[config.mk]
export PLATFORM = sky130hd
export DESIGN_NAME = debounce_multi
export DESIGN_NICKNAME = d
export VERILOG_FILES = /design/src/rtl/debounce_pkg.sv /design/src/rtl/debounce_chan.sv /design/src/rtl/debounce_multi.sv
export SDC_FILE = /design/constraint.sdc
export NUM_CORES = 1
export LEC_CHECK = 0
export ABC_AREA = 1
export BUFFER_PORTS_ARGS = -buffer_cell sky130_fd_sc_hd__buf_2
export CAP_MARGIN = 15
export CORE_UTILIZATION = 45
export DETAILED_ROUTE_END_ITERATION = 6
export MAX_ROUTING_LAYER = met4
export SLEW_MARGIN = 20
export SYNTH_ARGS = -nofsm -noshare
export SYNTH_HDL_FRONTEND = slang
export SYNTH_SLANG_ARGS = --single-unit
[constraint.sdc]
create_clock -name clk_i -period 2.65 [get_ports clk_i]
set_input_delay 0.53 -clock clk_i [delete_from_list [all_inputs] [get_ports clk_i]]
set_output_delay 0.53 -clock clk_i [all_outputs]
set_load 0.05 [all_outputs]
[src/rtl/debounce_pkg.sv]
// Shared types for the multi-channel key debouncer.
package debounce_pkg;

   typedef enum logic [2:0] {
      IDLE,
      PRESS_WAIT,
      HELD,
      REPEAT,
      RELEASE_WAIT
   } deb_state_t;

endpackage

[src/rtl/debounce_chan.sv]
// One key channel: 2-FF synchronizer, tick-sampled debounce FSM with
// optional auto-repeat, and registered level/press/release/repeat outputs.
module debounce_chan
   import debounce_pkg::*;
#(
   parameter int STABLE_TICKS = 3,
   parameter int HOLD_TICKS   = 100,
   parameter int REPEAT_TICKS = 20,
   parameter int CNT_W        = 32
) (
   input  logic clk_i,
   input  logic rst_ni,
   input  logic tick_i,
   input  logic key_i,
   input  logic repeat_en_i,
   output logic level_o,
   output logic press_o,
   output logic release_o,
   output logic repeat_o
);

   // "cnt+1 == N" is tested as "cnt == N-1" so no adder sits in the compare.
   localparam logic [CNT_W-1:0] STABLE_LAST = CNT_W'(STABLE_TICKS - 1);
   localparam logic [CNT_W-1:0] HOLD_LAST   = CNT_W'(HOLD_TICKS - 1);
   localparam logic [CNT_W-1:0] REPEAT_LAST = CNT_W'(REPEAT_TICKS - 1);
   localparam logic [CNT_W-1:0] ONE         = CNT_W'(1);

   logic [1:0]       sync_q;
   logic             key_s;
   deb_state_t       state_q;
   logic [CNT_W-1:0] cnt_q;
   logic [CNT_W-1:0] hold_q;

   assign key_s = sync_q[1];

   // NOTE: every register here uses non-blocking assignment so all flops
   // update together from pre-edge values, independent of statement order.
   always_ff @(posedge clk_i or negedge rst_ni) begin
      if (!rst_ni) begin
         sync_q <= '0;
      end else begin
         sync_q <= {sync_q[0], key_i};
      end
   end

   always_ff @(posedge clk_i or negedge rst_ni) begin
      if (!rst_ni) begin
         state_q   <= IDLE;
         cnt_q     <= '0;
         hold_q    <= '0;
         level_o   <= 1'b0;
         press_o   <= 1'b0;
         release_o <= 1'b0;
         repeat_o  <= 1'b0;
      end else begin
         // NOTE: pulses default low every cycle; a branch below raises one
         // for exactly the cycle following the accepting tick.
         press_o   <= 1'b0;
         release_o <= 1'b0;
         repeat_o  <= 1'b0;
         if (tick_i) begin
            case (state_q)
               IDLE: begin
                  if (key_s) begin
                     state_q <= PRESS_WAIT;
                     cnt_q   <= ONE;
                  end
               end
               PRESS_WAIT: begin
                  if (!key_s) begin
                     state_q <= IDLE;
                  end else if (cnt_q == STABLE_LAST) begin
                     state_q <= HELD;
                     level_o <= 1'b1;
                     press_o <= 1'b1;
                     hold_q  <= '0;
                  end else begin
                     cnt_q <= cnt_q + ONE;
                  end
               end
               HELD: begin
                  // A low sample wins over a repeat due on the same tick.
                  if (!key_s) begin
                     state_q <= RELEASE_WAIT;
                     cnt_q   <= ONE;
                  end else if (hold_q == HOLD_LAST) begin
                     if (repeat_en_i) begin
                        state_q  <= REPEAT;
                        repeat_o <= 1'b1;
                        hold_q   <= '0;
                     end
                  end else begin
                     hold_q <= hold_q + ONE;
                  end
               end
               REPEAT: begin
                  if (!key_s) begin
                     state_q <= RELEASE_WAIT;
                     cnt_q   <= ONE;
                  end else if (!repeat_en_i) begin
                     state_q <= HELD;
                     hold_q  <= '0;
                  end else if (hold_q == REPEAT_LAST) begin
                     repeat_o <= 1'b1;
                     hold_q   <= '0;
                  end else begin
                     hold_q <= hold_q + ONE;
                  end
               end
               RELEASE_WAIT: begin
                  if (key_s) begin
                     state_q <= HELD;
                     hold_q  <= '0;
                  end else if (cnt_q == STABLE_LAST) begin
                     state_q   <= IDLE;
                     level_o   <= 1'b0;
                     release_o <= 1'b1;
                  end else begin
                     cnt_q <= cnt_q + ONE;
                  end
               end
               default: state_q <= IDLE;
            endcase
         end
      end
   end

endmodule

[src/rtl/debounce_multi.sv]
// Multi-channel key debouncer: one shared sample-tick divider feeding
// N_KEYS independent debounce channels.
module debounce_multi #(
   parameter int N_KEYS       = 4,
   parameter int TICK_DIV     = 500000,
   parameter int STABLE_TICKS = 3,
   parameter int HOLD_TICKS   = 100,
   parameter int REPEAT_TICKS = 20,
   parameter int CNT_W        = 32
) (
   input  logic              clk_i,
   input  logic              rst_ni,
   input  logic [N_KEYS-1:0] key_i,
   input  logic [N_KEYS-1:0] repeat_en_i,
   output logic [N_KEYS-1:0] level_o,
   output logic [N_KEYS-1:0] press_o,
   output logic [N_KEYS-1:0] release_o,
   output logic [N_KEYS-1:0] repeat_o
);

   localparam logic [CNT_W-1:0] DIV_LAST = CNT_W'(TICK_DIV - 1);

   logic [CNT_W-1:0] div_q;
   logic             tick;

   assign tick = (div_q == DIV_LAST);

   always_ff @(posedge clk_i or negedge rst_ni) begin
      if (!rst_ni) begin
         div_q <= '0;
      end else if (tick) begin
         div_q <= '0;
      end else begin
         div_q <= div_q + CNT_W'(1);
      end
   end

   for (genvar g = 0; g < N_KEYS; g++) begin : g_chan
      debounce_chan #(
         .STABLE_TICKS (STABLE_TICKS),
         .HOLD_TICKS   (HOLD_TICKS),
         .REPEAT_TICKS (REPEAT_TICKS),
         .CNT_W        (CNT_W)
      ) u_chan (
         .clk_i       (clk_i),
         .rst_ni      (rst_ni),
         .tick_i      (tick),
         .key_i       (key_i[g]),
         .repeat_en_i (repeat_en_i[g]),
         .level_o     (level_o[g]),
         .press_o     (press_o[g]),
         .release_o   (release_o[g]),
         .repeat_o    (repeat_o[g])
      );
   end

endmodule

==> results.toml, run 1 <==
[critical_path]
end_kind = "register"
required_ps = 3170
rr_startpoint = "div_q[20]"
startpoint_type = "register"
critPathKind = "register to register"
timing.rr.end = "g_chan[3].u_chan.hold_q[26]"
critPathArrivalTime_ps = 2930
r2r_slack_ps = 230
crit_path_max_fanout = 32
reg2reg_depth = 11

[logic_synthesis]
synth_top_area_frac = 0.334
synth_cells = 3921
synth-seq-cells = 324
synth_top_cell_by_area = "dfrtp_1"
ys_types = 51
ys_warn_count = 0
netlist_area_sq_um = 24300
async_flop_share = 1.00
synth_area_leaders = "dfrtp_1 (33%), nand2_1 (23%), nor2_1 (11%), nand3_1 (5.6%), inv_1 (4.4%)"
avgSynthCellArea_sq_um = 6.20
synth_edf_count = 0
ys.flop_type = "dfrtp_1"
synth_nets = 3944
yosysSeqAreaShare = 0.334

[cts]
clkTransAtPathRegs_ps = 60
h-tree-depth = 2
cts.path.max_buffers = 3
cts_made_buffers = 43
clk_latency_ps = 580
cts_tree = "done"
clockRootBuffer = "clkbuf_16"
clock-sinks = 324

[sta]
fin_crit_sh = 0.912
hold_viol = 0
rsz0062_at_grt = "no"
setup_violations = 0
skew_ps = 15.2
relSlewSlack = 0.631
tns_ps = 0
layout_min_cycle_time_ps = 2420
slew_viol_final = 0
worst_slew_pin_slew_ps = 548
fmax_mhz = 414

[die]
initial_core_util = 0.459
core_area_sq_um = 53000
io_pins = 26
die-width_microns = 234
rows = 84
dieArea_sq_um = 54900
die_h_microns = 234

[power]
switchingPower_uw = 2530
p_seq_frac = 0.430
power.leakage_uw = 0.0127
combPwrFrac = 0.019
p_int_uw = 9000
power_frac_clock = 0.551
worst_ir_drop_vdd_uv = 472
p_per_area_nw_per_um2 = 429
swShare = 0.220

[routing]
num_vias = 24000
drc = 0
viasPerCell = 5.14
wl_microns = 68000
drtIter0Drc = 1777
firstDrtPassIters = 6
ant_nets = 0
wl_per_cell_microns = 14.5

[finish]
nets = 3971
drive_above_1_share = 0.0593
multi_input_area_sq_um = 14300
fin_cells = 4671
fill_cells = 5501
antennaDiodeCount = 0
seqCellArea_sq_um = 8110
area_delta_synth_final_pct = 10.6

[hold_path]
hold_path_class = "primary input to register"
hold-path-cell-count = 1
hold_end = "g_chan[1].u_chan.sync_q[0]"
min-delay-start = "key_i[1]"

[global_route]
grt_max_degree = 60
grt_pass1_vias = 22300
grt_pass1_wl_microns = 114000
grt_antenna_before_repair = 0
grt_util_all_layers = 0.259
grt_overflow = 0

[placement]
dp_cells = 4590
io_buffers = 25
gp_congestion = 0.949
hpwl_microns = 50600

[flow_run]
maxCapViolCount = 0

[status]
outcome = "finished clean"
[metrics by stage]
step           instance area, sq um  total power [uW]  worst slack (ps)  hold WS [ps]   util
3_3_place_gp                  25300              5280               222           334  0.478
4_1_cts                       26900             11700               150          21.7  0.507
2_1_floorplan                 24300              5110               792           234      -
5_1_grt                       26900             11900              10.0          37.4  0.507
3_5_place_dp                  25300              5280               165           339  0.478
6_report                      26900             11500               233          56.5  0.507
[cells in the final DEF, fill, tap and decap left out, types with 4 or more instances in the layout]
cell type / n
a211oi_1: 38
nor4_1: 12
nor2_2: 7
ha_1: 13
nand2_1: 1493
xor2_1: 104
nand4_1: 96
clkbuf_1: 6
o211a_1: 8
o21ai_1: 10
buf_4: 72
xnor2_1: 44
buf_12: 7
buf_2: 24
nand3_1: 271
clkinv_2: 9
nand3b_1: 9
o21bai_1: 13
clkbuf_8: 6
nand3_2: 5
clkinv_4: 4
clkinv_1: 4
nor3_1: 106
inv_1: 288
dfrtp_1: 324
bufinv_16: 8
o21ai_0: 165
nor3b_1: 6
nor3_2: 4
a21oi_1: 20
a31oi_1: 4
a21o_1: 14
nor2_1: 685
clkbuf_16: 44
or2_2: 10
inv_2: 15
[layer usage]
metal	track usage	part of all wire
met4	0.0702	0.022
met1	0.358	0.50
met2	0.404	0.45
met3	0.0247	0.035
met5	-	0
[how the worst max path moves through the flow]
stage,slack (ps),end,cells after the start,start
after floorplan,790,g_chan[0].u_chan.hold_q[4],12,g_chan[0].u_chan.cnt_q[0]
after global placement,220,g_chan[3].u_chan.cnt_q[24],10,div_q[20]
after detailed placement,160,g_chan[3].u_chan.cnt_q[8],11,div_q[0]
after CTS,150,g_chan[3].u_chan.cnt_q[16],12,div_q[0]
after global routing,10,g_chan[3].u_chan.hold_q[31],12,div_q[0]
final,230,g_chan[3].u_chan.hold_q[26],11,div_q[20]
[synthesized netlist by cell type (12+ instances only)]
| cell | instances |
|---|---|
| a211oi_1 | 38 |
| a21o_1 | 14 |
| a21oi_1 | 20 |
| buf_2 | 22 |
| buf_4 | 30 |
| clkbuf_1 | 56 |
| dfrtp_1 | 324 |
| ha_1 | 13 |
| inv_1 | 288 |
| inv_2 | 15 |
| nand2_1 | 1493 |
| nand3_1 | 271 |
| nand4_1 | 96 |
| nor2_1 | 687 |
| nor3_1 | 106 |
| nor4_1 | 12 |
| o21ai_0 | 165 |
| o21bai_1 | 13 |
| xnor2_1 | 44 |
| xor2_1 | 104 |
[logic make-up after synthesis]
kind of cell	share of synthesized area
AND/OR/NAND/NOR	0.460
buffers and inverters	0.0765
flip-flops	0.334
AO/OA/AOI/OAI	0.0697
XOR/XNOR	0.0533
adder cells (fa/ha/maj)	0.00669
[power by group through the flow]
stage                     logic [uW]  registers, uW  clock network, uW
after CTS                        226           4960               6540
after floorplan                 64.8           5050                  0
after detailed placement         224           5050                  0
after global placement           224           5050                  0
after global routing             249           4960               6730
final                            217           4960               6350
[critical path: stages (launching register included)]
cell	delay, ps
dfrtp_1	410
nor2_1	180
and2_1	160
nand2_1	50
nor2_1	160
nand2_2	90
buf_4	190
clkinv_4	130
nand3_2	270
nor2_8	480
nand2_1	120
nand2_1	80
[state kept, by name, summed over array words and instances (netlist names)]
register,cells
g_chan.u_chan.repeat_o,4
g_chan.u_chan.state_q,12
g_chan.u_chan.cnt_q,128
div_q,32
g_chan.u_chan.press_o,4
g_chan.u_chan.level_o,4
g_chan.u_chan.release_o,4
g_chan.u_chan.hold_q,128
g_chan.u_chan.sync_q,8
[layout make-up]
cell class / count / share of cell area
sequential: 324 / 0.302
inverter: 310 / 0.0437
clock buffer: 56 / 0.0449
tap: 688 / 0.0320
timing repair buffer: 105 / 0.0307
clock inverter: 24 / 0.0131
multi-input combinational: 3164 / 0.534
[what timing repair did]
item | CTS | global route
setup endpoints to repair | 0 | 30
resized for setup | 0 | 1
hold buffers | 1 | 0
endpoints found under the hold margin | 48 | 0
setup buffers | 0 | 0
Power figures use the tool's default switching activity.
==> run 2: changes to the inputs <==
--- a/config.mk
+++ b/config.mk
@@ -8,10 +8,10 @@
 export ABC_AREA = 1
 export BUFFER_PORTS_ARGS = -buffer_cell sky130_fd_sc_hd__buf_2
 export CAP_MARGIN = 15
+export CORE_ASPECT_RATIO = 2
 export CORE_UTILIZATION = 45
 export DETAILED_ROUTE_END_ITERATION = 6
 export MAX_ROUTING_LAYER = met4
-export SLEW_MARGIN = 20
 export SYNTH_ARGS = -nofsm -noshare
 export SYNTH_HDL_FRONTEND = slang
 export SYNTH_SLANG_ARGS = --single-unit
==> results.toml, run 2 (synthesis results as in run 1) <==
[status]
outcome = "finished clean"

[power]
p_total_uw = 10500
p_int_uw = 8110
p_per_area_nw_per_um2 = 393
switchingPower_uw = 2390
swShare = 0.228
power_frac_clock = 0.506
power.leakage_uw = 0.0127
combPwrFrac = 0.022
worst_ir_drop_vdd_uv = 456
p_seq_frac = 0.473

[critical_path]
timing.rr.end = "g_chan[3].u_chan.hold_q[24]"
critPathKind = "register to register"
crit_path_max_fanout = 21
startpoint_type = "register"
reg2reg_depth = 13
critPathArrivalTime_ps = 2920
rr_startpoint = "div_q[0]"
r2r_slack_ps = 220
required_ps = 3130
end_kind = "register"

[flow_run]
maxCapViolCount = 0

[sta]
fin_ws_ps = 219
layout_min_cycle_time_ps = 2430
slew_viol_final = 0
skew_ps = 21.4
setup_violations = 0
hold_viol = 0
rsz0062_at_grt = "no"
relSlewSlack = 0.560
fin_crit_sh = 0.917
tns_ps = 0
fmax_mhz = 411
worst_slew_pin_slew_ps = 654

[finish]
multi_input_area_sq_um = 14300
reg_top3 = "g_chan.u_chan.cnt_q (128), g_chan.u_chan.hold_q (128), div_q (32)"
area_delta_synth_final_pct = 9.99
drive_above_1_share = 0.0604
seqCellArea_sq_um = 8110
nets = 3985
antennaDiodeCount = 0
final_cell_mix = "nand2_1 (1493), nor2_1 (685), dfrtp_1 (324), inv_1 (288), nand3_1 (271)"
fill_cells = 5778
final_cell_area_sq_um = 26700
layout_commonest_cell = "nand2_1"

[cts]
cts_made_buffers = 35
h-tree-depth = 2
clock-sinks = 324
cts_tree = "done"
cts.path.max_buffers = 3
clockRootBuffer = "clkbuf_16"
clkTransAtPathRegs_ps = 60
clk_latency_ps = 550

[die]
die-width_microns = 166
die_h_microns = 331
dieArea_sq_um = 55000
io_pins = 26
initial_core_util = 0.455
core_area_sq_um = 53500
rows = 120

[routing]
drtIter0Drc = 1247
num_vias = 24900
wl_microns = 79700
drc = 0
firstDrtPassIters = 7
viasPerCell = 5.34
ant_nets = 0
wl_per_cell_microns = 17.1

[global_route]
grt_util_all_layers = 0.304
use_met2 = 0.590
grt_pass1_wl_microns = 129000
grt_overflow = 0
grt_max_degree = 79
grtUsageMet1 = 0.279
use_met3 = 0.0276
grt_antenna_before_repair = 0
grt_busiest_layer = "met2"
grt_pass1_vias = 25000

[placement]
place_area_sq_um = 25500
post-place-ws_ps = 39.9
gp_congestion = 1.00
hpwl_microns = 62000
io_buffers = 25

[hold_path]
hold_end = "g_chan[1].u_chan.sync_q[0]"
min-delay-start = "key_i[1]"
hold-path-cell-count = 1
hold_path_class = "primary input to register"
==> run 2: changes by cell type in the layout (fill, tap and decap cells not counted), sizes merged <==
cell      change
buf          +22
bufinv        -5
clkbuf        -4
clkinv        -9
clkinvlp      +1
==> run 2: power groups by stage <==
stage	registers [uW]	clock network, uW	logic [uW]
after global routing	4960	5580	258
after CTS	4960	5460	238
after floorplan	5050	0	64.8
final	4960	5310	229
after detailed placement	5050	0	236
after global placement	5050	0	235
==> run 2: layer usage <==
layer  up-vias  share of wire  wire length (microns)
met2       534           0.55                  44000
met4         0          0.073                   5830
met5         -              0                      0
li1      12600              -                      -
met3       310          0.026                   2050
met1     11500           0.35                  27800
==> run 2: how the worst max path moves through the flow <==
stage / slack, ps / to / from / cells after the start
2_1_floorplan: 790 / g_chan[0].u_chan.hold_q[4] / g_chan[0].u_chan.cnt_q[0] / 12
3_3_place_gp: 80 / g_chan[3].u_chan.cnt_q[25] / div_q[0] / 12
3_5_place_dp: 40 / g_chan[3].u_chan.cnt_q[5] / div_q[0] / 12
4_1_cts: 30 / g_chan[3].u_chan.cnt_q[13] / div_q[0] / 12
5_1_grt: 20 / g_chan[2].u_chan.hold_q[12] / div_q[0] / 12
6_report: 220 / g_chan[3].u_chan.hold_q[24] / div_q[0] / 13
==> run 2: repair_timing <==
action / in CTS / in global routing
setup buffers: 0 / 0
endpoints found under the setup margin: 0 / 30
resized for setup: 0 / 2
hold endpoints to repair: 27 / 0
hold buffers: 1 / 0
==> run 2: worst max-delay path: stages, from the launching register on <==
cell	delay, ps
dfrtp_1	370
ha_1	230
nand2_1	90
nor2_1	120
nand4_1	140
nor2_1	210
nand2_2	80
buf_4	210
clkinv_4	170
nand3_2	170
nor2_8	140
buf_4	270
nand2_1	90
nand2_1	60
==> run 2: layout make-up <==
type                       count  area share
inverter                     310      0.0439
multi-input combinational   3164       0.537
timing repair buffer         127      0.0391
clock buffer                  52      0.0401
clock inverter                11     0.00543
sequential                   324       0.303
tap                          671      0.0314
==> run 2: metrics by stage <==
stage,util,hold WS [ps],std cells
6_report,0.500,88.6,4659
5_1_grt,0.500,78.6,4659
4_1_cts,0.500,62.1,4659
3_5_place_dp,0.477,341,4595
3_3_place_gp,0.477,335,4595
2_1_floorplan,-,234,3921
==> run 3: changes to the inputs <==
--- a/config.mk
+++ b/config.mk
@@ -5,13 +5,14 @@
 export SDC_FILE = /design/constraint.sdc
 export NUM_CORES = 1
 export LEC_CHECK = 0
-export ABC_AREA = 1
+export ABC_AREA = 0
 export BUFFER_PORTS_ARGS = -buffer_cell sky130_fd_sc_hd__buf_2
 export CAP_MARGIN = 15
 export CORE_ASPECT_RATIO = 2
 export CORE_UTILIZATION = 45
 export DETAILED_ROUTE_END_ITERATION = 6
 export MAX_ROUTING_LAYER = met4
+export SETUP_SLACK_MARGIN = 0.3
 export SYNTH_ARGS = -nofsm -noshare
 export SYNTH_HDL_FRONTEND = slang
 export SYNTH_SLANG_ARGS = --single-unit
==> results.toml, run 3 <==
[status]
outcome = "finished, violations left"
failed_checks = "negative setup slack"

[logic_synthesis]
synth_common_cells = "dfrtp_1 (324), nand2_1 (202), o21ai_0 (170)"
synth_area_leaders = "dfrtp_1 (43%), o21ai_0 (4.5%), nand2_1 (4.0%), nand3_1 (3.0%), nor4_1 (2.9%)"
synth_top_cell_by_area = "dfrtp_1"
netlist_area_sq_um = 18800
async_flop_share = 1.00
synth-seq-cells = 324
avgSynthCellArea_sq_um = 8.71
synth_cells = 2152
yosysMostFrequentCell = "dfrtp_1"
ys_warn_count = 0
synth_nets = 2175
ys_types = 75
synth_top_area_frac = 0.432
yosysSeqAreaShare = 0.432
synth_edf_count = 0
ys.flop_type = "dfrtp_1"

[sta]
fmax_mhz = 367
slew_viol_final = 0
tns_ps = -1030
relSlewSlack = 0.216
skew_ps = 13.7
setup_violations = 43
worst_slew_pin_slew_ps = 1170
layout_min_cycle_time_ps = 2730
rsz0062_at_grt = "yes"
fin_ws_ps = -77.1
fin_crit_sh = 1.03
hold_viol = 0

[cts]
cts_made_buffers = 34
clock-sinks = 324
h-tree-depth = 2
clkTransAtPathRegs_ps = 70
clk_latency_ps = 530
cts_tree = "done"
clockRootBuffer = "clkbuf_16"
cts.path.max_buffers = 3

[die]
die-width_microns = 146
core_area_sq_um = 41000
dieArea_sq_um = 42500
io_pins = 26
initial_core_util = 0.458
rows = 105
die_h_microns = 291

[power]
p_per_area_nw_per_um2 = 410
power.leakage_uw = 0.0105
worst_ir_drop_vdd_uv = 617

[finish]
area_delta_synth_final_pct = 39.7
fin_cells = 2937
drive_above_1_share = 0.331
final_cell_mix = "dfrtp_1 (319), buf_4 (200), nand2_1 (192), nor2_1 (119), nand3_1 (104)"
final_core_util = 0.639
nets = 2401
multi_input_area_sq_um = 12600
fill_cells = 3285
reg_top3 = "g_chan.u_chan.cnt_q (128), g_chan.u_chan.hold_q (128), div_q (32)"
antennaDiodeCount = 0
layout_commonest_cell = "dfrtp_1"
seqCellArea_sq_um = 8110

[routing]
viasPerCell = 6.35
wl_per_cell_microns = 20.9
num_vias = 18700
firstDrtPassIters = 7
wl_microns = 61500
drc = 0
ant_nets = 0
drtIter0Drc = 1065

[placement]
dp_cells = 2769
gp_congestion = 0.915
hpwl_microns = 37000
post-place-ws_ps = -85.4
io_buffers = 25

[global_route]
grt_util_all_layers = 0.273
grt_max_degree = 59
grt_antenna_before_repair = 0
grt_pass1_vias = 18600
grt_pass1_wl_microns = 92800
grt_overflow = 0

[critical_path]
critPathArrivalTime_ps = 3200
critPathKind = "register to register"
rr_startpoint = "div_q[19]"
required_ps = 3120
reg2reg_depth = 10
crit_path_max_fanout = 5
r2r_slack_ps = -80
end_kind = "register"
startpoint_type = "register"
timing.rr.end = "g_chan[1].u_chan.cnt_q[20]"

[hold_path]
hold_end = "g_chan[3].u_chan.sync_q[0]"
hold_path_class = "primary input to register"
min-delay-start = "key_i[3]"
hold-path-cell-count = 1

[flow_run]
maxCapViolCount = 0
==> run 3: cell count changes in the layout (fill, tap and decap cells not counted), moves of 41 or more <==
| cell | change |
|---|---|
| xor2_1 | -84 |
| o21ai_0 | -118 |
| inv_1 | -229 |
| a31oi_1 | +41 |
| o21ai_1 | +41 |
| nand2b_1 | +41 |
| nand3_1 | -167 |
| and3_1 | +59 |
| nand2_1 | -1301 |
| o21ai_2 | +69 |
| buf_4 | +111 |
| nor2_1 | -566 |
| nor4_1 | +53 |
==> run 3: metal layers <==
metal,part of all wire,track usage
met3,0.032,0.0253
met2,0.57,0.515
met5,0,-
met1,0.35,0.277
met4,0.051,0.132
==> run 3: through the flow <==
step	instance area, sq um	total power, uW	hold WS (ps)
floorplan	19000	5140	234
global placement	20800	5320	333
detailed placement	20800	5320	335
CTS	23500	10800	80.3
global route	26200	11000	87.7
finish	26200	10700	101
==> run 3: report_power, final <==
part           switching [uW]  internal [uW]  total, uW  leakage, uW
Sequential               16.7           4960       4970      0.00441
Clock                    2120           3370       5490     0.000620
Combinational             213           74.5        287      0.00545
Total                    2350           8400      10700       0.0105
==> run 3: worst max-delay path by stage <==
stage / startpoint / to / cells past startpoint
3_5_place_dp: div_q[9] / g_chan[0].u_chan.cnt_q[8] / 7
4_1_cts: div_q[23] / g_chan[0].u_chan.hold_q[20] / 6
2_1_floorplan: div_q[23] / g_chan[0].u_chan.hold_q[16] / 9
6_report: div_q[19] / g_chan[1].u_chan.cnt_q[20] / 10
5_1_grt: div_q[19] / g_chan[1].u_chan.cnt_q[20] / 10
3_3_place_gp: div_q[23] / g_chan[3].u_chan.cnt_q[15] / 10
==> run 3: timing repair <==
item	in CTS	in global routing
gates resized for setup	202	468
endpoints found under the hold margin	49	0
hold buffers	1	0
gates cloned	13	20
setup buffers	38	36
endpoints found under the setup margin	268	285
pin swaps	102	159
==> run 3: layout make-up <==
cell class	instances	share of cell area
Timing Repair Buffer	321	0.125
Inverter	60	0.00860
Clock inverter	15	0.00998
Tap cell	535	0.0256
Sequential cell	324	0.310
Clock buffer	45	0.0384
Multi-Input combinational cell	1637	0.482
==> run 3: cells by family after synthesis <==
| family | after synthesis | share of synthesized area |
|---|---|---|
| multiplexers | 15 | 0.00821 |
| adder cells (fa/ha/maj) | 13 | 0.00867 |
| XOR/XNOR | 64 | 0.0299 |
| flip-flops | 324 | 0.432 |
| buffers and inverters | 196 | 0.0436 |
| AND/OR/NAND/NOR | 1004 | 0.293 |
| AO/OA/AOI/OAI | 536 | 0.184 |
==> run 3: worst max-delay path: stages (launching register included) <==
cell,delay (ps)
dfrtp_1,380
or4_4,540
buf_6,140
nor4_4,230
buf_4,170
buf_8,120
nand4_1,110
a21o_4,250
buf_12,140
or4_4,510
nand2_2,70
